<file path="config.mk">
export PLATFORM = sky130hd
export DESIGN_NAME = branch_resolve_predict
export DESIGN_NICKNAME = d
export VERILOG_FILES = /design/src/rtl/branch_pkg.sv /design/src/rtl/branch_bht.sv /design/src/rtl/branch_resolve_predict.sv
export SDC_FILE = /design/constraint.sdc
export NUM_CORES = 1
export LEC_CHECK = 0
export ABC_AREA = 1
export CORE_ASPECT_RATIO = 0.6
export CORE_MARGIN = 8
export CORE_UTILIZATION = 40
export CTS_CLUSTER_DIAMETER = 150
export DETAILED_ROUTE_END_ITERATION = 8
export HOLD_SLACK_MARGIN = 0.08
export PLACE_DENSITY_LB_ADDON = 0.2
export SYNTH_ARGS = -nofsm -noshare
export SYNTH_HDL_FRONTEND = slang
export SYNTH_SLANG_ARGS = --single-unit
</file>
<file path="constraint.sdc">
create_clock -name clk -period 7.91 [get_ports clk]
set_clock_uncertainty 0.2 [all_clocks]
set_input_delay 1.582 -clock clk [delete_from_list [all_inputs] [get_ports clk]]
set_output_delay 1.582 -clock clk [all_outputs]
set_load 0.01 [all_outputs]
</file>
<file path="src/rtl/branch_pkg.sv">
// Shared types and helpers for the branch resolve/predict unit:
// funct3 condition codes and the 2-bit saturating BHT counter.
package branch_pkg;

  localparam logic [2:0] F3_BEQ  = 3'b000;
  localparam logic [2:0] F3_BNE  = 3'b001;
  localparam logic [2:0] F3_BLT  = 3'b100;
  localparam logic [2:0] F3_BGE  = 3'b101;
  localparam logic [2:0] F3_BLTU = 3'b110;
  localparam logic [2:0] F3_BGEU = 3'b111;

  typedef logic [1:0] bht_ctr_t;

  localparam bht_ctr_t CTR_SNT = 2'b00;
  localparam bht_ctr_t CTR_WNT = 2'b01;
  localparam bht_ctr_t CTR_WT  = 2'b10;
  localparam bht_ctr_t CTR_ST  = 2'b11;

  // Saturating step toward the observed outcome.
  function automatic bht_ctr_t ctr_next(input bht_ctr_t ctr, input logic taken);
    bht_ctr_t res;
    res = ctr;
    if (taken && (ctr != CTR_ST)) begin
      res = ctr + 2'd1;
    end else if (!taken && (ctr != CTR_SNT)) begin
      res = ctr - 2'd1;
    end
    return res;
  endfunction

endpackage

</file>
<file path="src/rtl/branch_bht.sv">
// Branch history table: array of 2-bit saturating counters with one
// combinational read port and one clocked read-modify-write update port.
module branch_bht
  import branch_pkg::*;
#(
  parameter  int BHT_ENTRIES = 64,
  localparam int IDX_W       = $clog2(BHT_ENTRIES)
) (
  input  logic             clk,
  input  logic             reset,
  input  logic [IDX_W-1:0] rd_idx,
  output bht_ctr_t         rd_ctr,
  input  logic             wr_en,
  input  logic [IDX_W-1:0] wr_idx,
  input  logic             wr_taken
);

  bht_ctr_t ctr_q [BHT_ENTRIES];
  bht_ctr_t ctr_d [BHT_ENTRIES];

  always_comb begin
    for (int i = 0; i < BHT_ENTRIES; i++) begin
      ctr_d[i] = ctr_q[i];
    end
    if (wr_en) begin
      ctr_d[wr_idx] = ctr_next(ctr_q[wr_idx], wr_taken);
    end
  end

  always_ff @(posedge clk or posedge reset) begin
    if (reset) begin
      for (int i = 0; i < BHT_ENTRIES; i++) begin
        ctr_q[i] <= CTR_WNT;
      end
    end else begin
      for (int i = 0; i < BHT_ENTRIES; i++) begin
        ctr_q[i] <= ctr_d[i];
      end
    end
  end

  // Reads see the stored value, so a same-cycle update is not forwarded.
  assign rd_ctr = ctr_q[rd_idx];

endmodule

</file>
<file path="src/rtl/branch_resolve_predict.sv">
// EX-stage branch/jump resolution with a registered redirect on mispredict,
// a BHT for IF-stage prediction, and wrapping performance counters.
module branch_resolve_predict
  import branch_pkg::*;
#(
  parameter int                    ADDR_WIDTH  = 32,
  parameter logic [ADDR_WIDTH-1:0] PC_ADDR     = 32'h8000_0000,
  parameter int                    DATA_WIDTH  = 32,
  parameter int                    BHT_ENTRIES = 64,
  parameter int                    CNT_WIDTH   = 32
) (
  input  logic                  clk,
  input  logic                  reset,
  input  logic [ADDR_WIDTH-1:0] if_pc,
  output logic                  if_pred_taken,
  input  logic                  ex_valid,
  input  logic                  ex_is_branch,
  input  logic                  ex_is_jump,
  input  logic [2:0]            ex_funct3,
  input  logic [DATA_WIDTH-1:0] ex_rs1,
  input  logic [DATA_WIDTH-1:0] ex_rs2,
  input  logic [ADDR_WIDTH-1:0] ex_pc,
  input  logic [ADDR_WIDTH-1:0] ex_target,
  input  logic                  ex_pred_taken,
  output logic                  flush,
  output logic                  redirect_valid,
  output logic [ADDR_WIDTH-1:0] redirect_pc,
  output logic [CNT_WIDTH-1:0]  branch_count,
  output logic [CNT_WIDTH-1:0]  mispredict_count
);

  localparam int IDX_W = $clog2(BHT_ENTRIES);

  logic                  flush_q, flush_d;
  logic [ADDR_WIDTH-1:0] redirect_pc_q, redirect_pc_d;
  logic [CNT_WIDTH-1:0]  branch_count_q, branch_count_d;
  logic [CNT_WIDTH-1:0]  mispredict_count_q, mispredict_count_d;

  logic     cond;
  logic     cond_legal;
  logic     act;
  logic     taken;
  logic     bht_we;
  logic     mispredict;
  bht_ctr_t if_ctr;

  always_comb begin
    cond       = 1'b0;
    cond_legal = 1'b1;
    case (ex_funct3)
      F3_BEQ:  cond = (ex_rs1 == ex_rs2);
      F3_BNE:  cond = (ex_rs1 != ex_rs2);
      F3_BLT:  cond = ($signed(ex_rs1) <  $signed(ex_rs2));
      F3_BGE:  cond = ($signed(ex_rs1) >= $signed(ex_rs2));
      F3_BLTU: cond = (ex_rs1 <  ex_rs2);
      F3_BGEU: cond = (ex_rs1 >= ex_rs2);
      default: cond_legal = 1'b0;
    endcase
  end

  // The instruction in EX during a flush cycle is wrong-path and must not act.
  assign act        = ex_valid & ~flush_q & (ex_is_branch | ex_is_jump);
  assign taken      = ex_is_jump | (ex_is_branch & cond);
  assign bht_we     = act & ex_is_branch & ~ex_is_jump & cond_legal;
  assign mispredict = act & (taken != ex_pred_taken);

  always_comb begin
    flush_d            = mispredict;
    redirect_pc_d      = redirect_pc_q;
    branch_count_d     = branch_count_q;
    mispredict_count_d = mispredict_count_q;
    if (mispredict) begin
      redirect_pc_d      = taken ? ex_target : (ex_pc + ADDR_WIDTH'(4));
      mispredict_count_d = mispredict_count_q + CNT_WIDTH'(1);
    end
    if (bht_we) begin
      branch_count_d = branch_count_q + CNT_WIDTH'(1);
    end
  end

  always_ff @(posedge clk or posedge reset) begin
    if (reset) begin
      flush_q            <= 1'b0;
      redirect_pc_q      <= PC_ADDR;
      branch_count_q     <= '0;
      mispredict_count_q <= '0;
    end else begin
      flush_q            <= flush_d;
      redirect_pc_q      <= redirect_pc_d;
      branch_count_q     <= branch_count_d;
      mispredict_count_q <= mispredict_count_d;
    end
  end

  branch_bht #(
    .BHT_ENTRIES(BHT_ENTRIES)
  ) u_bht (
    .clk     (clk),
    .reset   (reset),
    .rd_idx  (if_pc[IDX_W+1:2]),
    .rd_ctr  (if_ctr),
    .wr_en   (bht_we),
    .wr_idx  (ex_pc[IDX_W+1:2]),
    .wr_taken(taken)
  );

  logic unused_if_pc_bits;
  assign unused_if_pc_bits = ^{if_pc[ADDR_WIDTH-1:IDX_W+2], if_pc[1:0]};

  assign if_pred_taken    = if_ctr[1];
  assign flush            = flush_q;
  assign redirect_valid   = flush_q;
  assign redirect_pc      = redirect_pc_q;
  assign branch_count     = branch_count_q;
  assign mispredict_count = mispredict_count_q;

endmodule
</file>
==> flow_summary_export.csv <==
group,metric,value,unit
grt,grt_pass1_vias,13046,
die,start_util,0.405,
power_and_ir_drop,power_density,180,nW/um2
grt,globalRoute.busiestLayer,"met1",
grt,antenna_found_initial,0,
finish,fin_cells,2670,
cts,ctsHoldBuffers,0,
die,fp.dieW,259,um
routing,vias,13964,
grt,grt_use_total,0.219,
finish,syn2layout_area_growth,24.1,%
grt,grt_pass1_wl,74800,um
die,die-area,41700,um2
timing,rsz0062_at_grt,"no",
timing,period_minus_slack,6.50,ns
cts,post_cts_resized,0,
finish,multiInputGateArea,7170,um2
grt,met3_usage,0.0502,
die,rows,53,
finish,final_cell_mix,"800 x nand2_1, 241 x clkdlybuf4s50_1, 189 x inv_1",
placed_design,port_buffers,241,
cts,clock-root-buffer,"clkbuf_16",
worst_hold_path,hold_path.class,"flop to flop",
setup_path,crit_buf_inv,3,
worst_hold_path,holdPathStages,2,
placed_design,dp_cells,2626,
grt,gr-usage-met2,0.321,
die,fp.dieH,162,um
die,core_area,34900,um2
logic_synthesis,ys_types,54,
placed_design,gp_congestion,0.939,
cts,post_cts_buffers,0,
cts,cts_buffer_depth,3,
logic_synthesis,synth-main-ff-cell,"dfrtp_1",
logic_synthesis,synth_edf_count,0,
setup_path,ff2ff_path_depth,12,
timing,fin_crit_sh,0.821,
grt,grtUsageMet1,0.329,
die,io_pins,268,
logic_synthesis,syn_area,14100,um2
logic_synthesis,yosysWarnings,0,
finish,diodes,0,
routing,wl_per_cell,17.7,um
status,status,"finished, final reports clean",
routing,drt_iter0_markers,1651,
setup_path,cp-end-kind,"primary output",
cts,numCtsBuffers,24,
logic_synthesis,syn_inst,1976,
routing,first_pass_iters,5,
routing,via_per_inst,5.23,
grt,grt_max_degree,112,
logic_synthesis,ys_ff_latch,225,
timing,fin_tns_setup,0,ns
timing,clock.fmax,154,MHz
setup_path,max_stage_delay,0.80,ns
timing,slew_violations,0,
logic_synthesis,syn_avg_cell_area,7.14,um2
setup_path,crit_slowest_cell,"clkdlybuf4s50_1",
finish,final_util,0.502,
power_and_ir_drop,ir_drop,0.159,mV
setup_path,required,6.13,ns
routing,routed_wl,47300,um
placed_design,hpwlAfterDp,33200,um
finish,seq_area,5710,um2
finish,drive_gt1_frac,0.0731,
cts,worstSkewPairLatency,0.54,ns
setup_path,worstPathArrival,4.71,ns
finish,mostFrequentLayoutCell,"nand2_1",
setup_path,crit_family,"buffers and inverters",
cts,ctsHtreeMaxLevel,1,
setup_path,start_kind,"input pin",
power_and_ir_drop,p_total,0.00314,W
finish,nNetsFinal,2391,
routing,post-route-drc-count,0,
setup_path,cp_num_cells,9,
timing,timing.slew.headroom,0.283,
routing,ant_nets,0,
setup_path,path_max_fanout,18,
setup_path,worst-setup-path-type,"input pin to primary output",
logic_synthesis,ys_async_sr_fraction,1.00,
power_and_ir_drop,p_leak,8.29,nW
cts,cts_tree,"yes",
cts,clock-sinks,225,
timing,finalHoldViolations,0,
grt,grt-ovfl-total,0,
flow_run,maxCapViolCount,0,
timing,worst_pin_slew,1.07,ns
logic_synthesis,synth_fp_nets,2182,
cts,clkSlewWorstSetupHoldPaths,0.06,ns
logic_synthesis,yosysSeqAreaShare,0.405,
setup_path,path_cells,"clkdlybuf4s50_1 -> inv_1 -> o21ai_0 -> o22ai_1 -> o21ai_0 -> o22ai_1 -> nor2_1 -> o31ai_1 -> clkdlybuf4s50_1",
timing,setup_violations,0,
finish,nFillCells,3347,
cell usage after synthesis (3+ instances only):
| library cell | number | area, um2 |
|---|---|---|
| nand2_1 | 800 | 3000 |
| inv_1 | 190 | 713 |
| dfrtp_1 | 160 | 4000 |
| nor2_1 | 128 | 480 |
| nand3_1 | 107 | 536 |
| nor3_1 | 84 | 420 |
| o21ai_0 | 70 | 350 |
| dfstp_2 | 65 | 1710 |
| xor2_1 | 45 | 394 |
| ha_1 | 37 | 463 |
| nand4_1 | 36 | 225 |
| a21oi_1 | 26 | 130 |
| clkbuf_1 | 25 | 93.8 |
| xnor2_1 | 25 | 219 |
| buf_6 | 21 | 236 |
| a22oi_1 | 16 | 120 |
| buf_2 | 14 | 70.1 |
| inv_2 | 14 | 52.6 |
| o22ai_1 | 14 | 87.6 |
| a221oi_1 | 13 | 114 |
| nor4_1 | 13 | 81.3 |
| nor2_2 | 9 | 56.3 |
| buf_4 | 6 | 45.0 |
| clkinv_1 | 6 | 22.5 |
| nand3_2 | 5 | 50.1 |
| nand2_2 | 4 | 25.0 |
| nand3b_1 | 4 | 30.0 |
| a22o_1 | 3 | 26.3 |
| nand2_4 | 3 | 33.8 |
worst min-delay path: stages (launching register included):
cell,delay [ns]
dfstp_2,0.37
nand2_1,0.05
nand2_1,0.05
where the power goes:
group / total (W) / switching, W / internal (W)
registers: 0.00135 / 0.0000893 / 0.00126
clock network: 0.00113 / 0.000493 / 0.000642
logic: 0.000659 / 0.000362 / 0.000297
worst paths after layout:
| kind | start | end | slack, ns |
|---|---|---|---|
| min | u_bht.ctr_q[122] | u_bht.ctr_q[122] | 0.27 |
| min in group asynchronous | reset | u_bht.ctr_q[85] | 1.39 |
| max in group asynchronous | reset | branch_count[19] | 4.74 |
| max reg2reg | u_bht.ctr_q[88] | u_bht.ctr_q[72] | 4.24 |
| min reg2reg | u_bht.ctr_q[122] | u_bht.ctr_q[122] | 0.27 |
| max | if_pc[3] | if_pred_taken | 1.41 |
routing by layer:
metal	routed length, um	part of all wire
met5	0	0
met2	19700	0.42
met4	643	0.014
met1	22100	0.47
met3	4790	0.10
state kept, by name (all words and copies together), names as in the netlist:
name	cells
u_bht.ctr_q	128
branch_count	32
mispredict_count	32
redirect_pc	32
flush	1
per-stage QoR:
stage,instance area (um2),hold slack (ns),setup slack [ns]
2_1_floorplan,14100,0.246,0.0727
3_3_place_gp,16700,0.255,1.47
3_5_place_dp,16700,0.258,1.49
4_1_cts,17500,0.269,1.49
5_1_grt,17500,0.277,1.26
6_report,17500,0.269,1.41
cell type report:
class                   instances  area share
well taps                     467      0.0334
inverters                     210      0.0454
clock inverters                10     0.00464
clock buffers                  34      0.0394
multi-input cells            1474       0.409
flip-flops and latches        225       0.326
repair buffers                250       0.142
kinds of logic (layout without fill, tap and decap cells):
logic type | count (synthesis) | count (layout) | synth area share
AND/OR/NAND/NOR | 1208 | 1208 | 0.363
buffers and inverters | 277 | 504 | 0.0877
flip-flops | 225 | 225 | 0.405
AO/OA/AOI/OAI | 159 | 159 | 0.0683
XOR/XNOR | 70 | 70 | 0.0434
adder cells (fa/ha/maj) | 37 | 37 | 0.0328
Power figures use the tool's default switching activity.
